--- src/rtl/brew_sequencer.sv ---
// Coin credit, price check, change and timed valve sequencing for the vending datapath.
// Credit and pulses register one cycle after the sampled edge. There is no backpressure: inputs are sampled every cycle.
module brew_sequencer #(
  parameter int TICKS_PER_SEC = 50000000,
  parameter int CREDIT_MAX    = 10,
  parameter int FINISH_SECS   = 1
) (
  input  logic       clock,
  input  logic       reset,
  input  logic       coin_100,
  input  logic       coin_500,
  input  logic [1:0] coffee_type,
  input  logic       start,
  input  logic       cancel,
  output logic [3:0] credit,
  output logic [3:0] change,
  output logic       change_valid,
  output logic       coin_reject,
  output logic       insufficient,
  output logic       water,
  output logic       coffee,
  output logic       sugar,
  output logic       milk,
  output logic       chocolate,
  output logic       finished,
  output logic       busy,
  output logic [2:0] state
);

  localparam int MAX_SECS = (FINISH_SECS > 3) ? FINISH_SECS : 3;
  localparam int TW       = (TICKS_PER_SEC > 1) ? $clog2(TICKS_PER_SEC) : 1;
  localparam int SW       = $clog2(MAX_SECS + 1);
  localparam logic [TW-1:0] TICK_LAST = TW'(TICKS_PER_SEC - 1);

  typedef enum logic [2:0] {
    IDLE   = 3'd0,
    WATER  = 3'd1,
    COFFEE = 3'd2,
    SUGAR  = 3'd3,
    MILK   = 3'd4,
    CHOC   = 3'd5,
    DONE   = 3'd6
  } state_t;

  function automatic logic [3:0] price_of(input logic [1:0] t);
    case (t)
      2'd0:    price_of = 4'd4;
      2'd1:    price_of = 4'd6;
      2'd2:    price_of = 4'd7;
      default: price_of = 4'd5;
    endcase
  endfunction

  // Row packs per-step seconds as {water, coffee, sugar, milk, chocolate}.
  function automatic logic [1:0] dur_of(input logic [1:0] t, input state_t s);
    logic [9:0] row;
    case (t)
      2'd0:    row = {2'd3, 2'd2, 2'd1, 2'd0, 2'd0};
      2'd1:    row = {2'd1, 2'd2, 2'd1, 2'd3, 2'd0};
      2'd2:    row = {2'd1, 2'd2, 2'd1, 2'd2, 2'd3};
      default: row = {2'd1, 2'd1, 2'd0, 2'd3, 2'd0};
    endcase
    case (s)
      WATER:   dur_of = row[9:8];
      COFFEE:  dur_of = row[7:6];
      SUGAR:   dur_of = row[5:4];
      MILK:    dur_of = row[3:2];
      CHOC:    dur_of = row[1:0];
      default: dur_of = 2'd0;
    endcase
  endfunction

  function automatic state_t step_after(input logic [1:0] t, input state_t s);
    state_t nxt;
    nxt = DONE;
    for (int i = 5; i >= 1; i--) begin
      if (i > int'(s) && dur_of(t, state_t'(i[2:0])) != 2'd0) begin
        nxt = state_t'(i[2:0]);
      end
    end
    return nxt;
  endfunction

  state_t        state_q, state_d;
  logic [3:0]    credit_q, credit_d;
  logic [3:0]    change_q, change_d;
  logic [1:0]    type_q, type_d;
  logic [TW-1:0] tick_q, tick_d;
  logic [SW-1:0] sec_q, sec_d;
  logic          cv_q, cv_d;
  logic          rej_q, rej_d;
  logic          ins_q, ins_d;
  logic          prev100_q, prev500_q;

  logic          edge_100, edge_500, coin_edge, start_ok;
  logic [2:0]    delta;
  logic [3:0]    base;
  logic [4:0]    sum;
  logic [SW-1:0] step_secs;

  assign edge_100  = coin_100 & ~prev100_q;
  assign edge_500  = coin_500 & ~prev500_q;
  assign coin_edge = edge_100 | edge_500;
  assign delta     = 3'(edge_100) + (edge_500 ? 3'd5 : 3'd0);

  always_comb begin
    state_d   = state_q;
    change_d  = change_q;
    type_d    = type_q;
    tick_d    = tick_q;
    sec_d     = sec_q;
    cv_d      = 1'b0;
    rej_d     = 1'b0;
    ins_d     = 1'b0;
    base      = credit_q;
    start_ok  = 1'b0;
    step_secs = (state_q == DONE) ? SW'(FINISH_SECS) : SW'(dur_of(type_q, state_q));

    case (state_q)
      IDLE: begin
        tick_d = '0;
        sec_d  = '0;
        if (cancel) begin
          if (credit_q != 4'd0) begin
            change_d = credit_q;
            cv_d     = 1'b1;
            base     = '0;
          end
        end else if (start) begin
          if (credit_q >= price_of(coffee_type)) begin
            start_ok = 1'b1;
            type_d   = coffee_type;
            change_d = credit_q - price_of(coffee_type);
            cv_d     = 1'b1;
            base     = '0;
            state_d  = step_after(coffee_type, IDLE);
          end else begin
            ins_d = 1'b1;
          end
        end
      end
      WATER, COFFEE, SUGAR, MILK, CHOC, DONE: begin
        if (tick_q == TICK_LAST) begin
          tick_d = '0;
          if (sec_q + SW'(1) == step_secs) begin
            sec_d   = '0;
            state_d = (state_q == DONE) ? IDLE : step_after(type_q, state_q);
          end else begin
            sec_d = sec_q + SW'(1);
          end
        end else begin
          tick_d = tick_q + TW'(1);
        end
      end
      default: begin
        state_d = IDLE;
        tick_d  = '0;
        sec_d   = '0;
      end
    endcase

    // A combined 100+500 edge is accepted or refused as one unit.
    sum      = {1'b0, base} + {2'b00, delta};
    credit_d = base;
    if (coin_edge) begin
      if (state_q == IDLE && !start_ok && sum <= 5'(CREDIT_MAX)) begin
        credit_d = sum[3:0];
      end else begin
        rej_d = 1'b1;
      end
    end
  end

  // Edge detectors preload high so a coin held during reset is not counted.
  always_ff @(posedge clock or negedge reset) begin
    if (!reset) begin
      state_q   <= IDLE;
      credit_q  <= '0;
      change_q  <= '0;
      type_q    <= '0;
      tick_q    <= '0;
      sec_q     <= '0;
      cv_q      <= 1'b0;
      rej_q     <= 1'b0;
      ins_q     <= 1'b0;
      prev100_q <= 1'b1;
      prev500_q <= 1'b1;
    end else begin
      state_q   <= state_d;
      credit_q  <= credit_d;
      change_q  <= change_d;
      type_q    <= type_d;
      tick_q    <= tick_d;
      sec_q     <= sec_d;
      cv_q      <= cv_d;
      rej_q     <= rej_d;
      ins_q     <= ins_d;
      prev100_q <= coin_100;
      prev500_q <= coin_500;
    end
  end

  assign credit       = credit_q;
  assign change       = change_q;
  assign change_valid = cv_q;
  assign coin_reject  = rej_q;
  assign insufficient = ins_q;
  assign water        = (state_q == WATER);
  assign coffee       = (state_q == COFFEE);
  assign sugar        = (state_q == SUGAR);
  assign milk         = (state_q == MILK);
  assign chocolate    = (state_q == CHOC);
  assign finished     = (state_q == DONE);
  assign busy         = (state_q != IDLE);
  assign state        = state_q;

endmodule

--- config.mk ---
export PLATFORM = sky130hd
export DESIGN_NAME = brew_sequencer
export DESIGN_NICKNAME = d
export VERILOG_FILES = /design/src/rtl/brew_sequencer.sv
export SDC_FILE = /design/constraint.sdc
export NUM_CORES = 1
export LEC_CHECK = 0
export ABC_AREA = 1
export CAP_MARGIN = 25
export CORE_UTILIZATION = 60
export CTS_BUF_LIST = sky130_fd_sc_hd__clkbuf_2 sky130_fd_sc_hd__clkbuf_4 sky130_fd_sc_hd__clkbuf_8
export CTS_CLUSTER_SIZE = 30
export DETAILED_ROUTE_END_ITERATION = 10
export DONT_BUFFER_PORTS = 1
export PLACE_DENSITY = 0.73
export SLEW_MARGIN = 40
export SYNTH_ARGS = -nofsm -noshare
export SYNTH_HDL_FRONTEND = slang
export SYNTH_SLANG_ARGS = --single-unit
--- constraint.sdc ---
create_clock -name clock -period 7.2 [get_ports clock]
set_input_delay 1.8 -clock clock [delete_from_list [all_inputs] [get_ports clock]]
set_output_delay 1.8 -clock clock [all_outputs]
set_load 0.05 [all_outputs]
# After elaboration in Yosys (flattened, before gate mapping)
# Cells that the tools add are included.
dict set report op_classes {
  muxes 94
  n_reduce_logical 29
  n_mul 0
  div 0
  n_shift 0
  addsub 5
  eq_ne 18
  bitwise_logic 6
  n_lt_le_gt_ge 7
}
# op count
set op_table {}
lappend op_table {{$mux W2} 41}
lappend op_table {{$mux W4} 18}
lappend op_table {{$pmux W10 S3} 2}
lappend op_table {{$mux W26} 2}
lappend op_table {{$mux W3} 15}
lappend op_table {{$add A26 B1 Y26 const B} 1}
lappend op_table {{$eq A26 B26 Y1 const B} 1}
lappend op_table {{$reduce_bool A2 Y1} 12}
lappend op_table {{$mux W1} 13}
lappend op_table {{$ne A2 B2 Y1 const B} 5}
lappend op_table {{$pmux W2 S5} 1}
lappend op_table {{$eq A3 B3 Y1 const B} 3}
lappend op_table {{$reduce_and A4 Y1} 2}
lappend op_table {{$logic_and A1 B1 Y1} 7}
lappend op_table {{$eq A3 B2 Y1 const B} 2}
lappend op_table {{$gt A2 B3 Y1 const A} 2}
lappend op_table {{$gt A3 B3 Y1 const A} 2}
lappend op_table {{$pmux W2 S3} 1}
lappend op_table {{$pmux W3 S2} 1}
lappend op_table {{$reduce_or A6 Y1} 1}
lappend op_table {{$add A4 B3 Y5} 1}
lappend op_table {{$le A5 B4 Y1 const B} 1}
lappend op_table {{$reduce_and A5 Y1} 1}
lappend op_table {{$eq A2 B1 Y1 const B} 2}
lappend op_table {{17 further kinds} 22}
dict set report word_totals {
  memories 0
  output_inout_bits 21
  ram_bits 0
  register_bits 46
  rom_bits 0
  latch_bits 0
}

# Longest topological paths before layout
dict set report logic_depth {
  word_depth 20
  mapped_depth 20
  ltp_nobuf 20
}

# Worst setup path after synthesis
# OpenSTA, ideal clock, no wires.
dict set report synth_path {
  path_kind {input to register}
  from {input coffee_type[0]}
  to {register credit_q[1], in the netlist credit[1]}
  n_path_buf 0
  arrival_time_ns 4.438
  path_stages 18
  t_required_ns 7.083
  path_slack_ns 2.646
  path_cell_list {inv_1 -> ha_1 -> or2_2 -> ha_1 -> fa_1 -> nand3b_1 -> nand2_1 -> a21oi_2 -> nor2_1 -> ha_1 -> fa_1 -> xor2_1 -> o21ai_1 -> nand2_1 -> inv_2 -> nand2_2 -> nand2_1 -> nand2_1}
}
dict set report synth_via {
  elab_chain_cells 15
  elab_cells_between_ends 23
  classes_between {1 x add/sub; 2 x order compare; 2 x eq/ne; 14 x mux; 4 x reduce/logical}
}
# element line
set synth_rtl {}
lappend synth_rtl {{from (decl)} 12} ;# input logic [1:0] coffee_type,
lappend synth_rtl {{$eq A2 B2 Y1 (tied with other cells)} 46} ;# case (t)
lappend synth_rtl {{$pmux W2 S3 *} 46}
lappend synth_rtl {{$mux W4 *} 129} ;# end else if (start) begin
lappend synth_rtl {{$mux W4 *} 123} ;# if (cancel) begin
lappend synth_rtl {{$mux W4 *} 119} ;# case (state_q)
lappend synth_rtl {{$ge A4 B4 Y1 *} 130} ;# if (credit_q >= price_of(coffee_type)) begin
lappend synth_rtl {{$mux W4 / $mux W1 (equally long branches)} 130}
lappend synth_rtl {{$mux W4 / $mux W1 (equally long branches)} 129}
lappend synth_rtl {{$mux W4 / $mux W1 (equally long branches)} 123}
lappend synth_rtl {{$mux W4 / $mux W1 (equally long branches)} 119}
lappend synth_rtl {{$add A4 B3 Y5 / $logic_not A1 Y1 (equally long branches)} {163, 166}}
lappend synth_rtl {{$le A5 B4 Y1 / $logic_and A1 B1 Y1 (equally long branches)} 166} ;# if (state_q == IDLE && !start_ok && sum <= 5'(CREDIT_MAX)) begin
lappend synth_rtl {{$logic_and A1 B1 Y1} 166}
lappend synth_rtl {{$mux W4} 166}
lappend synth_rtl {{$mux W4 *} 165} ;# if (coin_edge) begin
lappend synth_rtl {{net credit_d[1]} 85} ;# logic [3:0] credit_q, credit_d;
lappend synth_rtl {{to (signal assigned)} 190} ;# credit_q <= credit_d;
lappend synth_rtl {{to (decl)} 85}
# Mark *: on every way through the listed nets, which the timed path passes. The rest lies on a longest branch. The select of a mux whose other input is x is not followed.
# A chain may end at the register's enable or synchronous reset.

# Worst setup path in the final report
dict set report layout_path {
  from {input coffee_type[0]}
  to {register credit_q[0], in the netlist credit[0]}
}
# The elaborated chain is that of the path after synthesis.

==> out/results.ini <==
[sta]
finalClockSkew_ns = 0.0123
period_needed_ns = 4.44
rsz0062_at_grt = no
finalCritPeriodShare = 0.617
max_slew_margin = 0.455
fin_setup_tns_ns = 0
slew_violations = 0
setup_viol = 0
hold_viol = 0
tightest_slew_ns = 0.818
fmax_mhz = 225

[synth]
async_reset_ff_frac = 1.00
avgSynthCellArea_um2 = 7.53
synth_edf_count = 0
synth_most_common_cell = nand2_1
syn-instance-count = 383
synth_top_area_cell = dfrtp_1
netlist_area_um2 = 2890
syn_nets = 406
synth_top_area_frac = 0.382
ys_ff_latch = 46
ys_top_cells_by_count = 88 x nand2_1, 54 x inv_1, 53 x nor2_1
synthTopCellsByArea = dfrtp_1 38%, nand2_1 11%, inv_1 7.0%, nor2_1 6.9%, ha_1 5.6%
ys_seq_area_frac = 0.400
synth_ff_type = dfrtp_1
ys_types = 36
yosys_warnings = 0

[route]
via_per_inst = 5.31
vias = 2337
postRouteAntennaNets = 0
firstDrtPassIters = 4
drtIter0Drc = 128
drc = 0
wl_mm = 5.49
wl_per_cell_um = 12.5

[power_and_ir_drop]
power_density_nw_per_um2 = 370
p_leak_nw = 1.51
total_power_mw = 1.12
ir_worst_vdd_uv = 222

[die]
start_util = 0.645
die_area_um2 = 5090
ioPinCount = 29
core_um2 = 4470
placementRows = 24
die_w_um = 71.3
die_y_um = 71.3

[global_routing]
antenna_found_initial = 0
overflow = 0
grt_pass1_vias = 2201
gr-usage-all-layers = 0.235
grt_pass1_wl_mm = 9.45
grt_max_degree = 47

[clock_network]
clock-sinks = 46
hold_buffers = 0
post-cts-setup-buffer-count = 0
cts_tree = built
clkLatencyLatePin_ns = 0.30
clockBufferDepth = 2
htreeDepth = 2
cts_resized = 0
numCtsBuffers = 5
cts.clk_slew.worst_paths_ns = 0.08
cts_root_buffer = clkbuf_8

[outcome]
status = completed

[critical_path]
worst-path-max-fanout = 6
critPathCaptureType = register
required_ns = 7.39
startpoint_type = input pin
path_class = in -> reg
arrival_ns = 4.63

[finish]
drive_above_1_share = 0.0902
multi_input_comb_area_um2 = 1480
regArea_um2 = 1150
areaGrowthSynthToFinish_pct = 4.38
fill_cells = 392
layout.nets = 410
diodes = 0

[placement]
gp_congestion = 0.893
dp_hpwl_mm = 4.17
numPortBuffers = 0

[job]
cap_violations = 0

[hold_path]
min-delay-path-class = reg -> reg

registers in the layout, indices dropped and copies added, names as in the netlist:
name,flops
change,4
change_valid,1
coin_reject,1
credit,4
insufficient,1
prev100_q,1
prev500_q,1
sec_q,2
state,3
tick_q,26
type_q,2
critical path, cell delays in order:
cell	delay (ns)
inv_1	0.03
ha_1	0.18
or2_2	0.27
ha_1	0.20
fa_1	0.38
nand3b_1	0.10
nand2_1	0.09
a21oi_2	0.21
nor2_1	0.09
ha_1	0.22
fa_1	0.48
nand2_1	0.09
inv_1	0.04
o21ai_1	0.10
nand2_1	0.07
inv_2	0.10
nand2_2	0.08
nand2_1	0.06
nand2_1	0.05
layout by cell type (no fill, tap or decap), types with 6 or more instances in the layout:
cell | netlist | routed
nand2_1 | 88 | 88
inv_1 | 54 | 54
nor2_1 | 53 | 52
dfrtp_1 | 44 | 44
nand3_1 | 27 | 27
a21oi_1 | 20 | 20
o21ai_0 | 13 | 13
ha_1 | 13 | 13
nor3_1 | 9 | 9
xor2_1 | 8 | 8
nand4_1 | 6 | 6
o21ai_1 | 6 | 6
layout make-up:
| cell class | instances | area share |
|---|---|---|
| Sequential cell | 46 | 0.383 |
| Clock buffer | 6 | 0.0253 |
| Multi-Input combinational cell | 275 | 0.492 |
| Tap cell | 52 | 0.0216 |
| Clock inverter | 2 | 0.00332 |
| Inverter | 59 | 0.0744 |
cells by family after synthesis:
kind of cell | synth area share
simple gates | 0.311
buf+inv | 0.0872
compound gates | 0.0984
flops | 0.400
fa+ha+maj | 0.0703
xor+xnor | 0.0334
through the flow:
stage	utilization	std cells	hold WS, ns	cell area (um^2)	worst slack [ns]
3_5_place_dp	0.654	432	0.459	2930	2.45
2_1_floorplan	-	383	0.430	2890	2.65
6_report	0.673	440	0.465	3010	2.76
4_1_cts	0.673	440	0.472	3010	2.77
5_1_grt	0.673	440	0.485	3010	2.54
3_3_place_gp	0.653	432	0.453	2920	2.54
worst paths after layout:
path                                start    endpoint  slack, ns  cells after the start
min in group asynchronous           reset  tick_q[13]       1.19                      0
setup reg to reg                credit[0]   credit[0]       3.85                     17
max in group asynchronous           reset   prev500_q       5.83                      0
hold / removal                  tick_q[0]   tick_q[0]       0.47                      1
hold reg to reg                 tick_q[0]   tick_q[0]       0.47                      1
setup / recovery           coffee_type[0]   credit[0]       2.76                     19
report_power, final:
group          internal (mW)  switching (mW)
logic                  0.153           0.347
registers              0.304           0.156
clock network         0.0712          0.0836
total                  0.528           0.587
routing by layer:
metal / GRT usage / vias up / part of all wire
li1: - / 1224 / -
met5: 0 / - / 0
met4: 0.0778 / 0 / 0.011
met1: 0.308 / 1079 / 0.48
met2: 0.396 / 27 / 0.48
met3: 0.0408 / 7 / 0.027
Note: power is estimated with default switching activity, not from simulation.
